### src/rtl/clock_display_driver_pkg.sv
// Shared constants, types and BCD helper for the clock display driver.
// Latency: n/a (declarations only).
// Backpressure: n/a.
package clock_disp_pkg;

    localparam int NUM_DIGITS = 6;

    typedef logic [2:0] digit_idx_t;

    localparam logic [6:0] SEG_0     = 7'h3F;
    localparam logic [6:0] SEG_1     = 7'h06;
    localparam logic [6:0] SEG_2     = 7'h5B;
    localparam logic [6:0] SEG_3     = 7'h4F;
    localparam logic [6:0] SEG_4     = 7'h66;
    localparam logic [6:0] SEG_5     = 7'h6D;
    localparam logic [6:0] SEG_6     = 7'h7D;
    localparam logic [6:0] SEG_7     = 7'h07;
    localparam logic [6:0] SEG_8     = 7'h7F;
    localparam logic [6:0] SEG_9     = 7'h6F;
    localparam logic [6:0] SEG_DASH  = 7'h40;
    localparam logic [6:0] SEG_BLANK = 7'h00;

    localparam digit_idx_t SEP_IDX_MIN = 3'd2;
    localparam digit_idx_t SEP_IDX_HRS = 3'd4;
    localparam digit_idx_t LAST_IDX    = 3'(NUM_DIGITS - 1);

    typedef struct packed {
        logic [3:0] tens;
        logic [3:0] ones;
    } bcd_t;

    // Five conditional subtract-by-10 stages cover every in-range value (0..59).
    function automatic bcd_t bcd_split(input logic [5:0] v);
        logic [5:0] r;
        logic [3:0] t;
        bcd_t       res;
        r = v;
        t = 4'd0;
        for (int i = 0; i < 5; i++) begin
            if (r >= 6'd10) begin
                r = r - 6'd10;
                t = t + 4'd1;
            end
        end
        res.tens = t;
        res.ones = r[3:0];
        return res;
    endfunction

endpackage

### src/rtl/clock_display_driver_if.sv
// Time-of-day input bus plus multiplexed seven-segment display pins.
// Latency: n/a (wiring only).
// Backpressure: none; the display side samples the time bus once per frame.
interface clock_display_driver_if;
    logic [5:0] sec;
    logic [5:0] min;
    logic [4:0] hrs;
    logic [6:0] seg;
    logic       dp;
    logic [5:0] an;
    logic       frame_done;

    modport master (
        output sec, min, hrs,
        input  seg, dp, an, frame_done
    );

    modport slave (
        input  sec, min, hrs,
        output seg, dp, an, frame_done
    );
endinterface

### src/rtl/clock_display_driver_seg7_encoder.sv
// Digit to active-high seven-segment pattern; dash overrides blank.
// Latency: combinational.
// Backpressure: none.
module seg7_encoder
    import clock_disp_pkg::*;
(
    input  logic [3:0] digit,
    input  logic       blank,
    input  logic       dash,
    output logic [6:0] seg
);

    always_comb begin
        seg = SEG_BLANK;
        if (dash) begin
            seg = SEG_DASH;
        end else if (!blank) begin
            case (digit)
                4'd0:    seg = SEG_0;
                4'd1:    seg = SEG_1;
                4'd2:    seg = SEG_2;
                4'd3:    seg = SEG_3;
                4'd4:    seg = SEG_4;
                4'd5:    seg = SEG_5;
                4'd6:    seg = SEG_6;
                4'd7:    seg = SEG_7;
                4'd8:    seg = SEG_8;
                4'd9:    seg = SEG_9;
                default: seg = SEG_BLANK;
            endcase
        end
    end

endmodule

### src/rtl/clock_display_driver.sv
// HH.MM.SS six-digit multiplexed display driver; LEADING_ZERO_BLANK_EN blanks a zero hours-tens digit.
// Latency: 1 cycle from digit index to pins; inputs snapshotted once per frame.
// Backpressure: none; time inputs are sampled only on the frame wrap.
module clock_display_driver
    import clock_disp_pkg::*;
#(
    parameter int SCAN_DIV       = 1000,
    parameter bit SEG_ACTIVE_LOW = 1'b1,
    parameter bit AN_ACTIVE_LOW  = 1'b1
) (
    input  logic                   clk,
    input  logic                   reset,
    clock_display_driver_if.slave  disp
);

    localparam int              PW      = (SCAN_DIV > 1) ? $clog2(SCAN_DIV) : 1;
    localparam logic [PW-1:0]   PS_LAST = PW'(SCAN_DIV - 1);
    localparam logic [6:0]      SEG_OFF = SEG_ACTIVE_LOW ? 7'h7F : 7'h00;
    localparam logic            DP_OFF  = SEG_ACTIVE_LOW;
    localparam logic [5:0]      AN_OFF  = AN_ACTIVE_LOW ? 6'h3F : 6'h00;

    logic [PW-1:0] ps_cnt;
    logic          tick;
    digit_idx_t    idx;
    logic [5:0]    snap_sec;
    logic [5:0]    snap_min;
    logic [4:0]    snap_hrs;

    assign tick = (ps_cnt == PS_LAST);

    always_ff @(posedge clk or negedge reset) begin
        if (!reset) begin
            ps_cnt <= '0;
        end else if (tick) begin
            ps_cnt <= '0;
        end else begin
            ps_cnt <= ps_cnt + PW'(1);
        end
    end

    // Snapshot on the wrap so a whole frame always shows one coherent time.
    always_ff @(posedge clk or negedge reset) begin
        if (!reset) begin
            idx             <= '0;
            snap_sec        <= '0;
            snap_min        <= '0;
            snap_hrs        <= '0;
            disp.frame_done <= 1'b0;
        end else begin
            disp.frame_done <= 1'b0;
            if (tick) begin
                if (idx == LAST_IDX) begin
                    idx             <= '0;
                    snap_sec        <= disp.sec;
                    snap_min        <= disp.min;
                    snap_hrs        <= disp.hrs;
                    disp.frame_done <= 1'b1;
                end else begin
                    idx <= idx + 3'd1;
                end
            end
        end
    end

    bcd_t sec_bcd;
    bcd_t min_bcd;
    bcd_t hrs_bcd;
    logic sec_bad;
    logic min_bad;
    logic hrs_bad;

    assign sec_bcd = bcd_split(snap_sec);
    assign min_bcd = bcd_split(snap_min);
    assign hrs_bcd = bcd_split({1'b0, snap_hrs});
    assign sec_bad = (snap_sec > 6'd59);
    assign min_bad = (snap_min > 6'd59);
    assign hrs_bad = (snap_hrs > 5'd23);

    logic [3:0] cur_digit;
    logic       cur_dash;
    logic       cur_blank;

    always_comb begin
        cur_digit = 4'd0;
        cur_dash  = 1'b0;
        cur_blank = 1'b0;
        case (idx)
            3'd0: begin cur_digit = sec_bcd.ones; cur_dash = sec_bad; end
            3'd1: begin cur_digit = sec_bcd.tens; cur_dash = sec_bad; end
            3'd2: begin cur_digit = min_bcd.ones; cur_dash = min_bad; end
            3'd3: begin cur_digit = min_bcd.tens; cur_dash = min_bad; end
            3'd4: begin cur_digit = hrs_bcd.ones; cur_dash = hrs_bad; end
            3'd5: begin
                cur_digit = hrs_bcd.tens;
                cur_dash  = hrs_bad;
`ifdef LEADING_ZERO_BLANK_EN
                cur_blank = (hrs_bcd.tens == 4'd0);
`else
                cur_blank = 1'b0;
`endif
            end
            default: cur_blank = 1'b1;
        endcase
    end

    logic [6:0] seg_hi;
    logic       dp_hi;
    logic [5:0] an_hi;

    seg7_encoder u_enc (
        .digit (cur_digit),
        .blank (cur_blank),
        .dash  (cur_dash),
        .seg   (seg_hi)
    );

    assign dp_hi = (idx == SEP_IDX_MIN) || (idx == SEP_IDX_HRS);
    assign an_hi = 6'b000001 << idx;

    always_ff @(posedge clk or negedge reset) begin
        if (!reset) begin
            disp.seg <= SEG_OFF;
            disp.dp  <= DP_OFF;
            disp.an  <= AN_OFF;
        end else begin
            disp.seg <= SEG_ACTIVE_LOW ? ~seg_hi : seg_hi;
            disp.dp  <= SEG_ACTIVE_LOW ? ~dp_hi  : dp_hi;
            disp.an  <= AN_ACTIVE_LOW  ? ~an_hi  : an_hi;
        end
    end

endmodule

### src/flat_wrapper.sv
// flat-port wrapper written by rule: the top's interface ports become plain ports
module clock_display_driver_flat import clock_disp_pkg::*;
#(
    parameter int SCAN_DIV       = 1000,
    parameter bit SEG_ACTIVE_LOW = 1'b1,
    parameter bit AN_ACTIVE_LOW  = 1'b1
)
  (clk, reset, disp_sec, disp_min, disp_hrs, disp_seg, disp_dp, disp_an, disp_frame_done);
  clock_display_driver_if disp_i ();
  input  logic clk;
  input  logic reset;
  input wire logic [$bits(disp_i.sec)-1:0] disp_sec;
  input wire logic [$bits(disp_i.min)-1:0] disp_min;
  input wire logic [$bits(disp_i.hrs)-1:0] disp_hrs;
  output wire logic [$bits(disp_i.seg)-1:0] disp_seg;
  output wire logic [$bits(disp_i.dp)-1:0] disp_dp;
  output wire logic [$bits(disp_i.an)-1:0] disp_an;
  output wire logic [$bits(disp_i.frame_done)-1:0] disp_frame_done;
  assign disp_i.sec = disp_sec;
  assign disp_i.min = disp_min;
  assign disp_i.hrs = disp_hrs;
  assign disp_seg = disp_i.seg;
  assign disp_dp = disp_i.dp;
  assign disp_an = disp_i.an;
  assign disp_frame_done = disp_i.frame_done;
  clock_display_driver #(.SCAN_DIV(SCAN_DIV), .SEG_ACTIVE_LOW(SEG_ACTIVE_LOW), .AN_ACTIVE_LOW(AN_ACTIVE_LOW)) u_core (.clk(clk), .reset(reset), .disp(disp_i));
endmodule
### config.mk
export PLATFORM = sky130hd
export DESIGN_NAME = clock_display_driver_flat
export DESIGN_NICKNAME = d
export VERILOG_FILES = /design/src/rtl/clock_display_driver_pkg.sv /design/src/rtl/clock_display_driver_if.sv /design/src/rtl/clock_display_driver_seg7_encoder.sv /design/src/rtl/clock_display_driver.sv /design/src/flat_wrapper.sv
export SDC_FILE = /design/constraint.sdc
export NUM_CORES = 1
export LEC_CHECK = 0
export CAP_MARGIN = 30
export CORE_MARGIN = 2
export CORE_UTILIZATION = 25
export CTS_BUF_LIST = sky130_fd_sc_hd__clkbuf_16
export DETAILED_ROUTE_END_ITERATION = 16
export PLACE_DENSITY = 0.38
export SLEW_MARGIN = 20
export SYNTH_ARGS = -nofsm -noshare
export SYNTH_HDL_FRONTEND = slang
export SYNTH_SLANG_ARGS = --single-unit
### constraint.sdc
create_clock -name clk -period 7.9 [get_ports clk]
set_input_delay 1.58 -clock clk [delete_from_list [all_inputs] [get_ports clk]]
set_output_delay 1.58 -clock clk [all_outputs]
set_load 0.03 [all_outputs]
== Yosys cells after proc, flatten, opt, wreduce, memory -nomap -nowiden ==
Memories as Yosys holds them, arrays and structs flattened.
Index checks and enable logic that the tools add are counted.
Word-level totals
  word-level logic and storage cells: 112
  flip-flop bits (word level): 45
  bits of input ports: 19
  memories: 1
  output and inout bits: 15
  ROM bits: 112
Memory list
  (no name shown): depth 16, width 7, rd ports 1, clocked after Yosys merged registers in 0, wr ports 0, line clock_display_driver_seg7_encoder.sv:18  | case (digit)
Operators by class
  bitwise logic cells: 3
  shift-type cells: 1
  eq/ne operators: 6
  magnitude comparators: 18
  reductions and logical operators: 7
  $add $sub $neg: 29
  muxes and demuxes: 38
Operator list (count)
  $ge A6 B4 Y1 const B: 14
  $mux W6: 12
  $sub A6 B4 Y6 const B: 11
  $mux W4: 15
  $add A4 B1 Y4 const B: 9
  $pmux W4 S6: 1
  $mux W7: 2
  $gt A6 B6 Y1 const B: 2
  $sub A4 B4 Y4 const B: 3
  $add A10 B1 Y10 const B: 1
  $eq A10 B10 Y1 const B: 1
  $mux W10: 1
  $not A7 Y7: 1
  $add A1 B1 Y2 const B: 3
  $eq A3 B2 Y1 const B: 2
  $eq A3 B3 Y1 const B: 2
  $not A6 Y6: 1
  $reduce_or A2 Y1: 3
  $reduce_or A6 Y1: 1
  $shl A1 B3 Y6 const A: 1
  $sub A5 B4 Y6 const B: 1
  $ge A5 B4 Y1 const B: 1
  $gt A5 B5 Y1 const B: 1
  $mux W1: 5
  8 further kinds: 8

== Longest topological paths before layout ==
An unclocked memory read counts as a cell.
  depth in word-level cells: 15
  gate-level depth with buffers: 42

== Modules after synthesis ==
From an unflattened synthesis, not the netlist that was laid out.
Unflattened totals
  cell total of the unflattened synthesis: 744
  area total of the unflattened synthesis: 5841.9 µm²
Modules (own cells, without submodules)
  clock_display_driver: area each 5591.6 µm², sequential area each 1143.6 µm², cells an instance 714, times used 1
  seg7_encoder: area each 250.2 µm², sequential area each 0.0 µm², cells an instance 30, times used 1

== Worst setup path before layout ==
No wires, ideal clock.
  path kind: reg-to-reg
  from: reg u_core.snap_hrs[2]
  to: reg u_core.disp.seg[4]
  clock period less this slack: 7.154 ns
  required time: 7.809 ns
  library setup time: 0.091 ns
  arrival time: 7.063 ns
  slack: 0.746 ns
  cell stages (with the launch flop): 40
  path buffers: 3
  path through: dfrtp_1 -> buf_2 -> inv_1 -> ha_1 -> nor2b_1 -> o21ai_0 -> a21oi_1 -> ha_1 -> or4b_1 -> o221ai_1 -> nand2_1 -> nand3_2 -> xnor2_1 -> inv_2 -> ha_1 -> nand2b_1 -> a21oi_1 -> nor2_1 -> (+4 left out) -> ha_1 -> nor2b_1 -> nand2_1 -> mux2_1 -> o21ai_1 -> buf_4 -> nor3_1 -> a21oi_1 -> xnor2_1 -> ha_1 -> mux2i_1 -> o22ai_1 -> nor3_1 -> or2_2 -> inv_1 -> ha_1 -> and3_1 -> o31ai_1
Between the ends
  longest elaborated chain between the ends: 15
  elaborated cells between the ends (all ways): 31
Ends and longest elaborated chain
  from (decl): line clock_display_driver.sv:27  | logic [4:0] snap_hrs;
  from (signal assigned): line clock_display_driver.sv:56  | snap_hrs <= disp.hrs;
  $sub A5 B4 Y6 / $ge A5 B4 Y1 (equally long branches): line clock_display_driver_pkg.sv:41, clock_display_driver_pkg.sv:40
  $mux W6 / $mux W1 (equally long branches): line clock_display_driver_pkg.sv:40  | if (r >= 6'd10) begin
  $sub A6 B4 Y6 (tied with other cells): line clock_display_driver_pkg.sv:41  | r = r - 6'd10;
  $mux W6 / $mux W4 (equally long branches): line clock_display_driver_pkg.sv:40
  $sub A6 B4 Y6 (tied with other cells): line clock_display_driver_pkg.sv:41
  $mux W6 / $mux W4 (equally long branches): line clock_display_driver_pkg.sv:40
  $sub A6 B4 Y6 (tied with other cells): line clock_display_driver_pkg.sv:41
  $mux W6 / $mux W4 (equally long branches): line clock_display_driver_pkg.sv:40
  $ge A6 B4 Y1 (tied with other cells): line clock_display_driver_pkg.sv:40
  $mux W4: line clock_display_driver_pkg.sv:40
  $pmux W4 S6: line clock_display_driver.sv:87  | case (idx)
  $mem_v2 Z16 W7
  $mux W7: line clock_display_driver_seg7_encoder.sv:17  | end else if (!blank) begin
  $mux W7 *: line clock_display_driver_seg7_encoder.sv:15  | if (dash) begin
  $not A7 Y7 *: line clock_display_driver.sv:126  | disp.seg <= SEG_ACTIVE_LOW ? ~seg_hi : seg_hi;
  to (signal assigned): line clock_display_driver.sv:126
  to (decl): line clock_display_driver_if.sv:20  | output seg, dp, an, frame_done
Every way passes the cells marked *; elsewhere a longest branch is shown, timed or not.
A chain may end at the register's enable or synchronous reset.

== Final worst setup path ==
  from: reg u_core.snap_hrs[1]
  to: reg u_core.disp.seg[3]
The elaborated chain is that of the path after synthesis.

==> results <==
- The placeable core region is 0.0224 mm2.
- The post-synthesis cell area is 0.00566 mm2.
- The smallest clock period supported by the final layout is computed as 7.17 ns.
- Counting cells, the worst reg-to-reg path comes to 32.
- The clock sink total is 45.
- At the worst endpoint, the arrival time is 7.40 ns.
- The library cells used most frequently in the layout, excluding fill and tap cells, are sky130_fd_sc_hd__nand2_1, sky130_fd_sc_hd__nor2_1, sky130_fd_sc_hd__inv_1.
- The worst-case headroom to the max-slew limit is 47.7%.
- The synthesized net count is 762.
- The number of nets still failing antenna checks after routing is 0.
- Synthesis handed over a netlist of 704 instances.
- In this run the worst hold path is classified as reg2reg.
- The kind of capture point of the worst setup path is a flop.
- The class of the most critical setup path is reg2reg.
- The flow ran to the end, and the final reports show no timing, DRC or antenna violations.
- The origin of the worst min-delay path is u_core.ps_cnt[0].
- The start point of the critical path is u_core.snap_hrs[1].
- The number of global-route vias before repair is 5309.
- STA classifies the critical path startpoint as a flop.
- The met3 capacity usage during global routing is 1.40%.
- For the final database, setup skew stands at 0.00910 ns.
- The number of antenna violations at the first check in global routing is 0.
- The library cell used most frequently in the layout, excluding fill and tap cells, is sky130_fd_sc_hd__nand2_1.
- Summing the sequential cell areas from Yosys gives 20.2% of the chip area.
- The power per unit of standard cell area is 71.4 mW/mm2.
- By area the synthesized netlist is led by sky130_fd_sc_hd__dfrtp_1, sky130_fd_sc_hd__ha_1, sky130_fd_sc_hd__dfstp_2.
- In this run the worst path has a maximum fanout of 12.
- After Yosys synthesis, and, or, nand and nor cells account for 24.0% of the synthesized area.
- After synthesis, the share of cell area in mux cells is 6.69%.
- Timing would allow up to 139 MHz.
- The worst hold-check slack is 0.476 ns.
- Measured along the y axis, the die boundary spans 155 um.
- The maximum vdd ir drop is 0.0000722 V.
- The first global-routing pass estimated 27.4 mm of wire.
- In the synthesized netlist the dominant register cell turns out to be sky130_fd_sc_hd__dfrtp_1.
- The final setup violation count is 0.
- Using the TritonRoute via totals, the vias-per-cell ratio works out to 5.31.
- The complex-gate fraction of the synthesized area is 29.7%.
- Wires add up to 16.2 mm.
- The measured slew at the worst slew-check pin is 0.778 ns.
- Clock-pin slew was measured on the worst setup and hold paths at 0.07 ns.
- Once the floorplan was initialized, standard cells occupied 25.2% of the core.
- The slowest stage of the critical path belongs to the cell sky130_fd_sc_hd__or4b_1.
- The number of max-cap violations is 0.
- The post-synthesis to final-layout area growth is 15.9%.
- The die covers 0.0239 mm2.
- After global routing the overflow that remains totals 0.
- The combinational family with the most area after synthesis is compound AO/OA/AOI/OAI gates.
- The number of I/O pins is 34.
- The repair_antennas step left the layout with diodes totalling 0.
- The number of DRC violations after detailed routing is 0.
- The endpoint required time on the critical path is 8.13 ns.
- The detailed-route wire length per cell is 16.0 um.
- The footprint of the multi-input gates is 0.00432 mm2.
- The TritonCTS clock tree is done.
- The number of failing hold endpoints at the final stage is 0.
- Entering global routing, the biggest net connects 46 pins.
- The floorplan die width is 155 um.
- The routed layout has 5385 vias.
- The number of rows in the core area is 55.
- The adder and majority cell fraction of the synthesized area is 8.62%.
- Counting stages on the worst path, the most repeated cell is sky130_fd_sc_hd__ha_1.
- Registers take 0.00114 mm2.
- The clock network latency to the later pin of the worst-skew pair is 0.30 ns.
- In the final timing run, aggregate negative setup slack is 0 ns.
- Port buffering added 33 buffers.
- The cell sitting at the root of the clock tree is a sky130_fd_sc_hd__clkbuf_16.
- The number of detailed-route iterations in the first pass is 5.
- In this run the biggest area consumer among cell types represents 13.7% of the synthesized area.
- The post-cts hold buffer count is 0.
- In this run, CTS created clock tree buffers numbering 5.
- Across every metal layer, demand over resource in global routing totals 13.9%.
- The number of H-tree branching levels is 2.
- Dividing the synthesized area by the synthesized cell count gives 8.04 um2.
- At the end of the flow, the number of nets in the layout was 787.
- The number of max-slew violations in the final report came to 0.
- The total half-perimeter wirelength after legalization and detailed placement is 12.6 mm.
- The largest total area in the synthesized netlist belongs to sky130_fd_sc_hd__dfrtp_1.
- The biggest cell delay along the critical path is 0.52 ns.
- The startpoint of the worst-slack reg-to-reg timing path is u_core.snap_hrs[1].
- Global routing consumed, on the met2 layer, 24.0% of the routing resources.
- The fraction of registers with async set or reset after synthesis is 100%.
- The layout has 2397 filler cells.
- In the finished design, the share of the clock period the worst path needs comes to 90.8%.
- The number of distinct library cell variants in the gate-level netlist after synthesis is 96.
- Counting along the longest clock path gives a buffer depth of 2.
- The static leakage is 2.70 nW.
- The xor and xnor area share after synthesis is 5.66%.
- For this block, the initial DRC count from the detailed router was 282.
- The met1 track demand over resource in global routing is 18.4%.
- The placer congestion estimate is 0.860.
- Yosys printed 0 warnings.
- Setup repair after global routing left no endpoint under its margin.
- The most congested layer reported by global routing is met2.
- The synthesized design contains 0 enable-type register cells.
- The share of layout cells above drive strength 1 is 16.2%.
- The synthesized design contains 45 register bits.
- Along the worst hold path, the cell count comes to 1.
[logic make-up after synthesis]
logic type | count (synthesis)
muxes | 35
and+or+nand+nor | 263
xor gates and xnor gates | 35
buffers and inverters | 73
DFF | 45
AOI/OAI and AO/OA | 214
adders and majority gates | 39
[final timing paths]
kind | to | slack, ns
min in group asynchronous | u_core.snap_hrs[2] | 1.38
min reg2reg | u_core.ps_cnt[0] | 0.48
max reg2reg | u_core.disp.seg[3] | 0.73
min | u_core.ps_cnt[0] | 0.48
max | u_core.disp.seg[3] | 0.73
max in group asynchronous | u_core.snap_min[1] | 6.09
[metal layers]
layer | vias up | share of wire, %
li1 | 2677 | -
met1 | 2581 | 47
met2 | 103 | 48
met3 | 24 | 2.7
met4 | 0 | 2.4
met5 | - | 0
[what timing repair did]
action                     CTS  global route
gates resized for setup      0            17
setup endpoints to repair    0             7
buffers inserted             0             1
[cells in the mapped netlist, types with 3 or more instances]
cell	number
sky130_fd_sc_hd__a21o_1	6
sky130_fd_sc_hd__a21oi_1	42
sky130_fd_sc_hd__a221o_1	4
sky130_fd_sc_hd__a221oi_1	6
sky130_fd_sc_hd__a311o_1	4
sky130_fd_sc_hd__a31o_2	4
sky130_fd_sc_hd__a31oi_1	9
sky130_fd_sc_hd__and2_1	12
sky130_fd_sc_hd__and3_1	11
sky130_fd_sc_hd__and3b_1	4
sky130_fd_sc_hd__buf_2	11
sky130_fd_sc_hd__clkbuf_1	16
sky130_fd_sc_hd__dfrtp_1	31
sky130_fd_sc_hd__dfstp_2	14
sky130_fd_sc_hd__ha_1	39
sky130_fd_sc_hd__inv_1	42
sky130_fd_sc_hd__mux2_2	22
sky130_fd_sc_hd__mux2i_1	12
sky130_fd_sc_hd__nand2_1	61
sky130_fd_sc_hd__nand2b_1	12
sky130_fd_sc_hd__nand3_1	21
sky130_fd_sc_hd__nand4_1	9
sky130_fd_sc_hd__nand4b_1	3
sky130_fd_sc_hd__nor2_1	61
sky130_fd_sc_hd__nor2b_1	12
sky130_fd_sc_hd__nor3_1	21
sky130_fd_sc_hd__o2111ai_1	4
sky130_fd_sc_hd__o211ai_1	6
sky130_fd_sc_hd__o21a_1	8
sky130_fd_sc_hd__o21ai_0	36
sky130_fd_sc_hd__o21ai_1	4
sky130_fd_sc_hd__o21bai_1	3
sky130_fd_sc_hd__o221ai_1	5
sky130_fd_sc_hd__o22ai_1	6
sky130_fd_sc_hd__o311a_1	3
sky130_fd_sc_hd__o31a_1	8
sky130_fd_sc_hd__o31ai_1	6
sky130_fd_sc_hd__or2_2	7
sky130_fd_sc_hd__or3_1	5
sky130_fd_sc_hd__or4_1	3
sky130_fd_sc_hd__or4b_1	3
sky130_fd_sc_hd__xnor2_1	17
sky130_fd_sc_hd__xor2_1	17
[state kept, by name, summed over array words and instances, names as in the netlist]
name,cells
u_core.idx,3
u_core.disp.an,6
u_core.disp.seg,7
u_core.snap_min,6
u_core.disp.dp,1
u_core.ps_cnt,10
u_core.snap_sec,6
u_core.snap_hrs,5
u_core.disp.frame_done,1
[critical path: cells and delay by family (launching register included)]
| family | cells | cell delay [ns] |
|---|---|---|
| flops | 1 | 0.49 |
| compound gates | 10 | 2.06 |
| xor+xnor | 1 | 0.14 |
| simple gates | 11 | 2.20 |
| mux | 3 | 0.78 |
| fa+ha+maj | 5 | 1.07 |
| buf+inv | 2 | 0.33 |
[through the flow]
step                      instances  util [%]  setup slack (ns)  power, mW  instance area, um2
after floorplan                 704         -             0.746      0.235                5660
after global placement         1006      28.2             0.531      0.249                6320
after detailed placement       1006      28.2             0.361      0.249                6320
after CTS                      1014      28.8             0.313      0.483                6470
after global routing           1015      29.3            0.0257      0.492                6560
final                          1015      29.3             0.727      0.468                6560
[layout make-up]
type	instances	area share, %
tap	285	5.43
inverter	44	2.52
timing repair buffer	47	6.56
sequential	45	17.4
clock buffer	5	1.91
multi-input combinational	586	65.8
clock inverter	3	0.362
[where the power goes]
part	total [mW]	internal, mW	switching, mW	leakage (nW)
Sequential	0.231	0.231	0	0.523
Clock	0.224	0.119	0.104	0.0747
Combinational	0.0138	0.00782	0.00600	2.10
No activity file was read; power rests on OpenSTA's default activity.
